`src/rtl/ir_nec_tx_if.sv`:
```
// ir_nec_tx_if: frame request (ADDR/CMD/SEND) and IR drive status (IRDA_TXD/BUSY/DONE).
interface ir_nec_tx_if;
    logic [7:0] ADDR;
    logic [7:0] CMD;
    logic       SEND;
    logic       IRDA_TXD;
    logic       BUSY;
    logic       DONE;
    modport master (output ADDR, CMD, SEND, input IRDA_TXD, BUSY, DONE);
    modport slave  (input ADDR, CMD, SEND, output IRDA_TXD, BUSY, DONE);
endinterface

```
`src/rtl/ir_nec_tx.sv`:
```
// ir_nec_tx: NEC IR frame transmitter (leader, 32 bits LSB-first, stop mark).
// Define IR_NEC_TX_CARRIER_EN to gate marks with a CARRIER_HALF-cycle square carrier.
module ir_nec_tx #(
    parameter int UNIT_CYCLES      = 28125,
    parameter int LEAD_MARK_UNITS  = 16,
    parameter int LEAD_SPACE_UNITS = 8
`ifdef IR_NEC_TX_CARRIER_EN
   ,parameter int CARRIER_HALF     = 658
`endif
) (
    input logic        CLOCK_50,
    input logic        RESET,
    ir_nec_tx_if.slave bus
);
    localparam int TW = $clog2(UNIT_CYCLES);
    typedef enum logic [2:0] {IDLE, LEAD_MARK, LEAD_SPACE, BIT_MARK, BIT_SPACE, STOP_MARK} state_t;
    state_t        state_q, state_d;
    logic [TW-1:0] tmr_q, tmr_d;
    logic [4:0]    unit_q, unit_d, last_unit, idx_q, idx_d;
    logic [31:0]   word_q, word_d;
    logic          txd_q, txd_d, busy_q, busy_d, done_q, done_d, unit_end, mark_d;
    always_comb begin
        state_d   = state_q;
        tmr_d     = tmr_q;
        unit_d    = unit_q;
        idx_d     = idx_q;
        word_d    = word_q;
        done_d    = 1'b0;
        unit_end  = tmr_q == TW'(UNIT_CYCLES - 1);
        last_unit = state_q == LEAD_MARK  ? 5'(LEAD_MARK_UNITS - 1) :
                    state_q == LEAD_SPACE ? 5'(LEAD_SPACE_UNITS - 1) :
                    (state_q == BIT_SPACE && word_q[0]) ? 5'd2 : 5'd0;
        if (state_q == IDLE) begin
            if (bus.SEND) begin
                state_d = LEAD_MARK;
                word_d  = {~bus.CMD, bus.CMD, ~bus.ADDR, bus.ADDR};
                tmr_d   = '0;
                unit_d  = '0;
                idx_d   = '0;
            end
        end else begin
            tmr_d  = unit_end ? '0 : tmr_q + TW'(1);
            unit_d = unit_end ? unit_q + 5'd1 : unit_q;
            if (unit_end && unit_q == last_unit) begin
                unit_d = '0;
                case (state_q)
                    LEAD_MARK:  state_d = LEAD_SPACE;
                    LEAD_SPACE: state_d = BIT_MARK;
                    BIT_MARK:   state_d = BIT_SPACE;
                    // word is shifted so bit 0 is always the bit being sent
                    BIT_SPACE: begin
                        state_d = idx_q == 5'd31 ? STOP_MARK : BIT_MARK;
                        idx_d   = idx_q + 5'd1;
                        word_d  = word_q >> 1;
                    end
                    STOP_MARK: begin
                        state_d = IDLE;
                        done_d  = 1'b1;
                    end
                    default: state_d = IDLE;
                endcase
            end
        end
        mark_d = state_d inside {LEAD_MARK, BIT_MARK, STOP_MARK};
        busy_d = state_d != IDLE;
    end
`ifdef IR_NEC_TX_CARRIER_EN
    localparam int CW = CARRIER_HALF > 1 ? $clog2(CARRIER_HALF) : 1;
    logic [CW-1:0] car_q, car_d;
    logic          ph_q, ph_d, mark_start, car_end;
    always_comb begin
        mark_start = mark_d && !(state_q inside {LEAD_MARK, BIT_MARK, STOP_MARK});
        car_end    = car_q == CW'(CARRIER_HALF - 1);
        car_d      = (mark_start || car_end) ? '0 : car_q + CW'(1);
        ph_d       = mark_start ? 1'b1 : car_end ? ~ph_q : ph_q;
        txd_d      = mark_d && ph_d;
    end
    always_ff @(posedge CLOCK_50 or posedge RESET) begin
        if (RESET) begin
            car_q <= '0;
            ph_q  <= 1'b0;
        end else begin
            car_q <= car_d;
            ph_q  <= ph_d;
        end
    end
`else
    assign txd_d = mark_d;
`endif
    always_ff @(posedge CLOCK_50 or posedge RESET) begin
        if (RESET) begin
            state_q <= IDLE;
            tmr_q   <= '0;
            unit_q  <= '0;
            idx_q   <= '0;
            word_q  <= '0;
            txd_q   <= 1'b0;
            busy_q  <= 1'b0;
            done_q  <= 1'b0;
        end else begin
            state_q <= state_d;
            tmr_q   <= tmr_d;
            unit_q  <= unit_d;
            idx_q   <= idx_d;
            word_q  <= word_d;
            txd_q   <= txd_d;
            busy_q  <= busy_d;
            done_q  <= done_d;
        end
    end
    assign bus.IRDA_TXD = txd_q;
    assign bus.BUSY     = busy_q;
    assign bus.DONE     = done_q;
endmodule

```
`src/flat_wrapper.sv`:
```
// flat-port wrapper written by rule: the top's interface ports become plain ports
module ir_nec_tx_flat 
#(
    parameter int UNIT_CYCLES      = 28125,
    parameter int LEAD_MARK_UNITS  = 16,
    parameter int LEAD_SPACE_UNITS = 8

)
  (CLOCK_50, RESET, bus_ADDR, bus_CMD, bus_SEND, bus_IRDA_TXD, bus_BUSY, bus_DONE);
  ir_nec_tx_if bus_i ();
  input logic CLOCK_50;
  input logic RESET;
  input wire logic [$bits(bus_i.ADDR)-1:0] bus_ADDR;
  input wire logic [$bits(bus_i.CMD)-1:0] bus_CMD;
  input wire logic [$bits(bus_i.SEND)-1:0] bus_SEND;
  output wire logic [$bits(bus_i.IRDA_TXD)-1:0] bus_IRDA_TXD;
  output wire logic [$bits(bus_i.BUSY)-1:0] bus_BUSY;
  output wire logic [$bits(bus_i.DONE)-1:0] bus_DONE;
  assign bus_i.ADDR = bus_ADDR;
  assign bus_i.CMD = bus_CMD;
  assign bus_i.SEND = bus_SEND;
  assign bus_IRDA_TXD = bus_i.IRDA_TXD;
  assign bus_BUSY = bus_i.BUSY;
  assign bus_DONE = bus_i.DONE;
  ir_nec_tx #(.UNIT_CYCLES(UNIT_CYCLES), .LEAD_MARK_UNITS(LEAD_MARK_UNITS), .LEAD_SPACE_UNITS(LEAD_SPACE_UNITS)) u_core (.CLOCK_50(CLOCK_50), .RESET(RESET), .bus(bus_i));
endmodule
```
`config.mk`:
```
export PLATFORM = sky130hd
export DESIGN_NAME = ir_nec_tx_flat
export DESIGN_NICKNAME = d
export VERILOG_FILES = /design/src/rtl/ir_nec_tx_if.sv /design/src/rtl/ir_nec_tx.sv /design/src/flat_wrapper.sv
export SDC_FILE = /design/constraint.sdc
export NUM_CORES = 1
export LEC_CHECK = 0
export ABC_AREA = 1
export CORE_ASPECT_RATIO = 1.5
export CORE_MARGIN = 2
export CORE_UTILIZATION = 55
export DETAILED_ROUTE_END_ITERATION = 16
export GPL_TIMING_DRIVEN = 0
export MAX_ROUTING_LAYER = met4
export PLACE_DENSITY = 0.85
export REMOVE_ABC_BUFFERS = 1
export SYNTH_ARGS = -nofsm -noshare
export SYNTH_HDL_FRONTEND = slang
export SYNTH_SLANG_ARGS = --single-unit
```
`constraint.sdc`:
```
create_clock -name CLOCK_50 -period 4.25 [get_ports CLOCK_50]
set_input_delay 1.275 -clock CLOCK_50 [delete_from_list [all_inputs] [get_ports CLOCK_50]]
set_output_delay 1.275 -clock CLOCK_50 [all_outputs]
set_load 0.005 [all_outputs]
```
==> impl_results.md <==
* Run status: finished, final reports clean
* Buffer cell driving the clock tree root: sky130_fd_sc_hd__clkbuf_8
* DRC viols at 0
* Global-route met1 utilization at 26.6%
* Final Setup Violations at 0
* Classification of the worst setup path: reg -> reg
* Highest net fanout along the worst path at 51
* Detailed-routing iteration count for the pre-antenna-repair pass at 4
* Core box area at 6090 um^2
* Worst rel slew slack at 31.5%
* Post-cts resize count at 0
* Initial core utilization at 56.5%
* Critical-path cell list: nor2_2, inv_2, nor2_2, inv_1, nor2_1, inv_1, nand2_4, inv_4, nand2_1, o21ai_2
* Final wirelength at 7060 um
* Leak Pwr at 1.88 nW
* CP Launch Type: flop
* Mapped cell area at 3440 um^2
* Data required time at the worst endpoint at 4.46 ns
* Predominant post-synthesis flop cell: sky130_fd_sc_hd__dfrtp_1
* Largest voltage drop on the vdd net at 0.000299 V
* Number of instances on the worst hold path at 2
* Net count of the finished layout at 478
* Share of cells above drive strength 1 at 16.1%
* Library cells used by synthesis at 31
* DP Wirelength at 4740 um
* YS warnings at 0
* Post-Route Utilization at 63.4%
* Int Power at 1.23 mW
* Global-route track usage on met2 at 37.6%
* Post CTS Setup Buffer Count at 0
* Pin count of the biggest net entering global routing at 52
* Overall die area at 6920 um^2
* Cell types with the largest area share after synthesis: sky130_fd_sc_hd__dfrtp_1, sky130_fd_sc_hd__nand2_1, sky130_fd_sc_hd__inv_1
* CP Depth at 10
* Arr. time, crit path at 3.59 ns
* Crit path largest cell delay at 0.70 ns
* Height of the die at 101 um
* Clock transition at the register clock pins on the worst setup and hold paths after CTS at 0.07 ns
* Count of state elements after synthesis at 63
* # rows at 35
* Number of buffers added by the clock tree synthesis step at 9
* Post-route clock period utilization at 79.5%
* Routed len/inst at 13.2 um
* Clock period minus worst slack at 3.38 ns
* Worst R2R Setup Slack at 0.87 ns
* CTS tree: built
* Port Buffers at 21
* Hold Path Class: reg -> reg
* Share of power burned in combinational logic at 24.8%
* Global-route wire length before repair at 11800 um
* GPL Wtd Cong at 0.895
* Number of vias per cell at 5.40
* Clock sink total at 63
* Bufs on Longest Clock Path at 2
* Avg Cell Area, Syn at 7.93 um^2
* Number of instances in the synthesized netlist at 434
* GRT busiest layer: met2
* Initial antenna violation count at 0
* Slew @ Worst Pin at 1.03 ns
* Cell with the biggest individual delay on the critical path: sky130_fd_sc_hd__inv_1
* Setup repair after global routing missed its margin: false
* TNS Setup at 0 ns
* Max-cap violation count at 0
* Global-route congestion overflow total at 0
* Cell family with the largest share of critical-path delay: simple AND/OR/NAND/NOR gates
* Power density over cell area at 485 nW/um^2
* Post-CTS Hold Buffers at 0
* Number of hold violations in the final report at 0
* Synth area leader: sky130_fd_sc_hd__dfrtp_1
* Switching fraction of total power at 34.1%
* Max-slew violations at 0
* Count of inserted antenna diode cells at 0
* DR iter-0 viols at 220
* Most used standard cell by instance count after synthesis: sky130_fd_sc_hd__nand2_1
* Clock skew after layout at 0.0108 ns
* Critical Path End Type: flop
* Fraction of met3 tracks used by global routing at 6.03%
* Length in cells of the worst reg-to-reg path at 10
* Overall power at 1.87 mW
* Power share of the clock group at 27.5%
* H-tree levels at 3
* Max Clk Rate at 0.296 GHz
* Total via count in the routed design at 2880
* EDFF count, synth at 0
* Top-level port count at 22
* Synthesis-to-finish area growth at 12.1%
* Remaining antenna violation count at 0
* Worst-skew pair later-pin latency at 0.34 ns
* Sequential share of power at 47.8%
* Async set-reset flop share out of synthesis at 100%
* Overall track demand over capacity in global routing at 23.3%
* Register area share after synthesis at 45.8%
* Width of the chip at 68.6 um
* Area share of the largest cell type after synthesis at 45.8%
* Commonest cells in the synthesized netlist: sky130_fd_sc_hd__nand2_1, sky130_fd_sc_hd__dfrtp_1, sky130_fd_sc_hd__inv_1, sky130_fd_sc_hd__o21ai_0, sky130_fd_sc_hd__nand3_1
* Via count of the first global-routing pass at 2803
* Net load switching power at 637 uW
* Critical path buffer and inverter count at 4
-- metrics by stage --
stage | cells | hold slack (ns) | worst slack [ns] | area, um^2
floorplan | 421 | 0.437 | 1.41 | 3340
global placement | 516 | 0.454 | 0.308 | 3640
detailed placement | 517 | 0.458 | 0.901 | 3660
CTS | 533 | 0.477 | 0.844 | 3860
global route | 533 | 0.491 | 0.576 | 3860
finish | 533 | 0.473 | 0.873 | 3860
-- final timing paths --
check / start / endpoint
max in group asynchronous: RESET / u_core.tmr_q[4]
hold reg to reg: u_core.word_q[28] / u_core.word_q[28]
setup reg to reg: u_core.state_q[0] / u_core.word_q[16]
hold / removal: u_core.word_q[28] / u_core.word_q[28]
min in group asynchronous: RESET / u_core.word_q[15]
setup / recovery: u_core.state_q[0] / u_core.word_q[16]
-- power by group through the flow --
| stage | logic [mW] | registers [mW] | clock network, mW |
|---|---|---|---|
| detailed placement | 0.460 | 0.897 | 0 |
| global placement | 0.430 | 0.888 | 0 |
| finish | 0.463 | 0.893 | 0.514 |
| floorplan | 0.363 | 0.867 | 0 |
| CTS | 0.467 | 0.891 | 0.523 |
| global route | 0.531 | 0.914 | 0.555 |
-- cells by family after synthesis --
kind of cell,synth area share (%)
and+or+nand+nor,30.9
xor gates and xnor gates,1.78
DFF,45.8
adders and majority gates,1.82
buffers and inverters,8.14
AOI/OAI and AO/OA,11.5
-- state kept, by name, summed over array words and instances (netlist names) --
name	count
u_core.bus.BUSY	1
u_core.tmr_q	15
u_core.bus.IRDA_TXD	1
u_core.word_q	32
u_core.idx_q	5
u_core.state_q	3
u_core.unit_q	5
u_core.bus.DONE	1
-- cell usage in the layout, fill, tap and decap left out, drive strengths merged --
cell           instances
nand4                  8
bufinv                 1
dfrtp                 63
clkbuf                 9
nand2                153
xnor2                  2
o22ai                  7
buf                    1
xor2                   5
clkinvlp               1
clkinv                 5
or2                   16
nor3                   3
nand3                 26
o31ai                  1
clkdlybuf4s50         21
nor2                  27
o21ai                 51
ha                     5
inv                   46
nor4                   1
a21oi                  6
nand3b                 1
-- layout make-up --
cell class	count	area [um^2]
well taps	74	92.6
repair buffers	22	230
fillers	497	2230
multi-input cells	312	1590
clock buffers	9	124
flip-flops and latches	63	1580
inverters	46	175
clock inverters	7	73.8
-- worst reg2reg max path, stage by stage (launching register included) --
cell	delay [ns]
sky130_fd_sc_hd__dfrtp_1	0.43
sky130_fd_sc_hd__nor2_2	0.17
sky130_fd_sc_hd__inv_2	0.05
sky130_fd_sc_hd__nor2_2	0.60
sky130_fd_sc_hd__inv_1	0.71
sky130_fd_sc_hd__nor2_1	0.37
sky130_fd_sc_hd__inv_1	0.13
sky130_fd_sc_hd__nand2_4	0.24
sky130_fd_sc_hd__inv_4	0.28
sky130_fd_sc_hd__nand2_1	0.20
sky130_fd_sc_hd__o21ai_2	0.07
-- per-layer routing --
metal  wire length [um]  up-vias
met5                  0        -
met4                148        0
met3                272       14
met2               3720       72
met1               2910     1367
li1                   -     1427
Note: power is estimated with default switching activity, not from simulation.
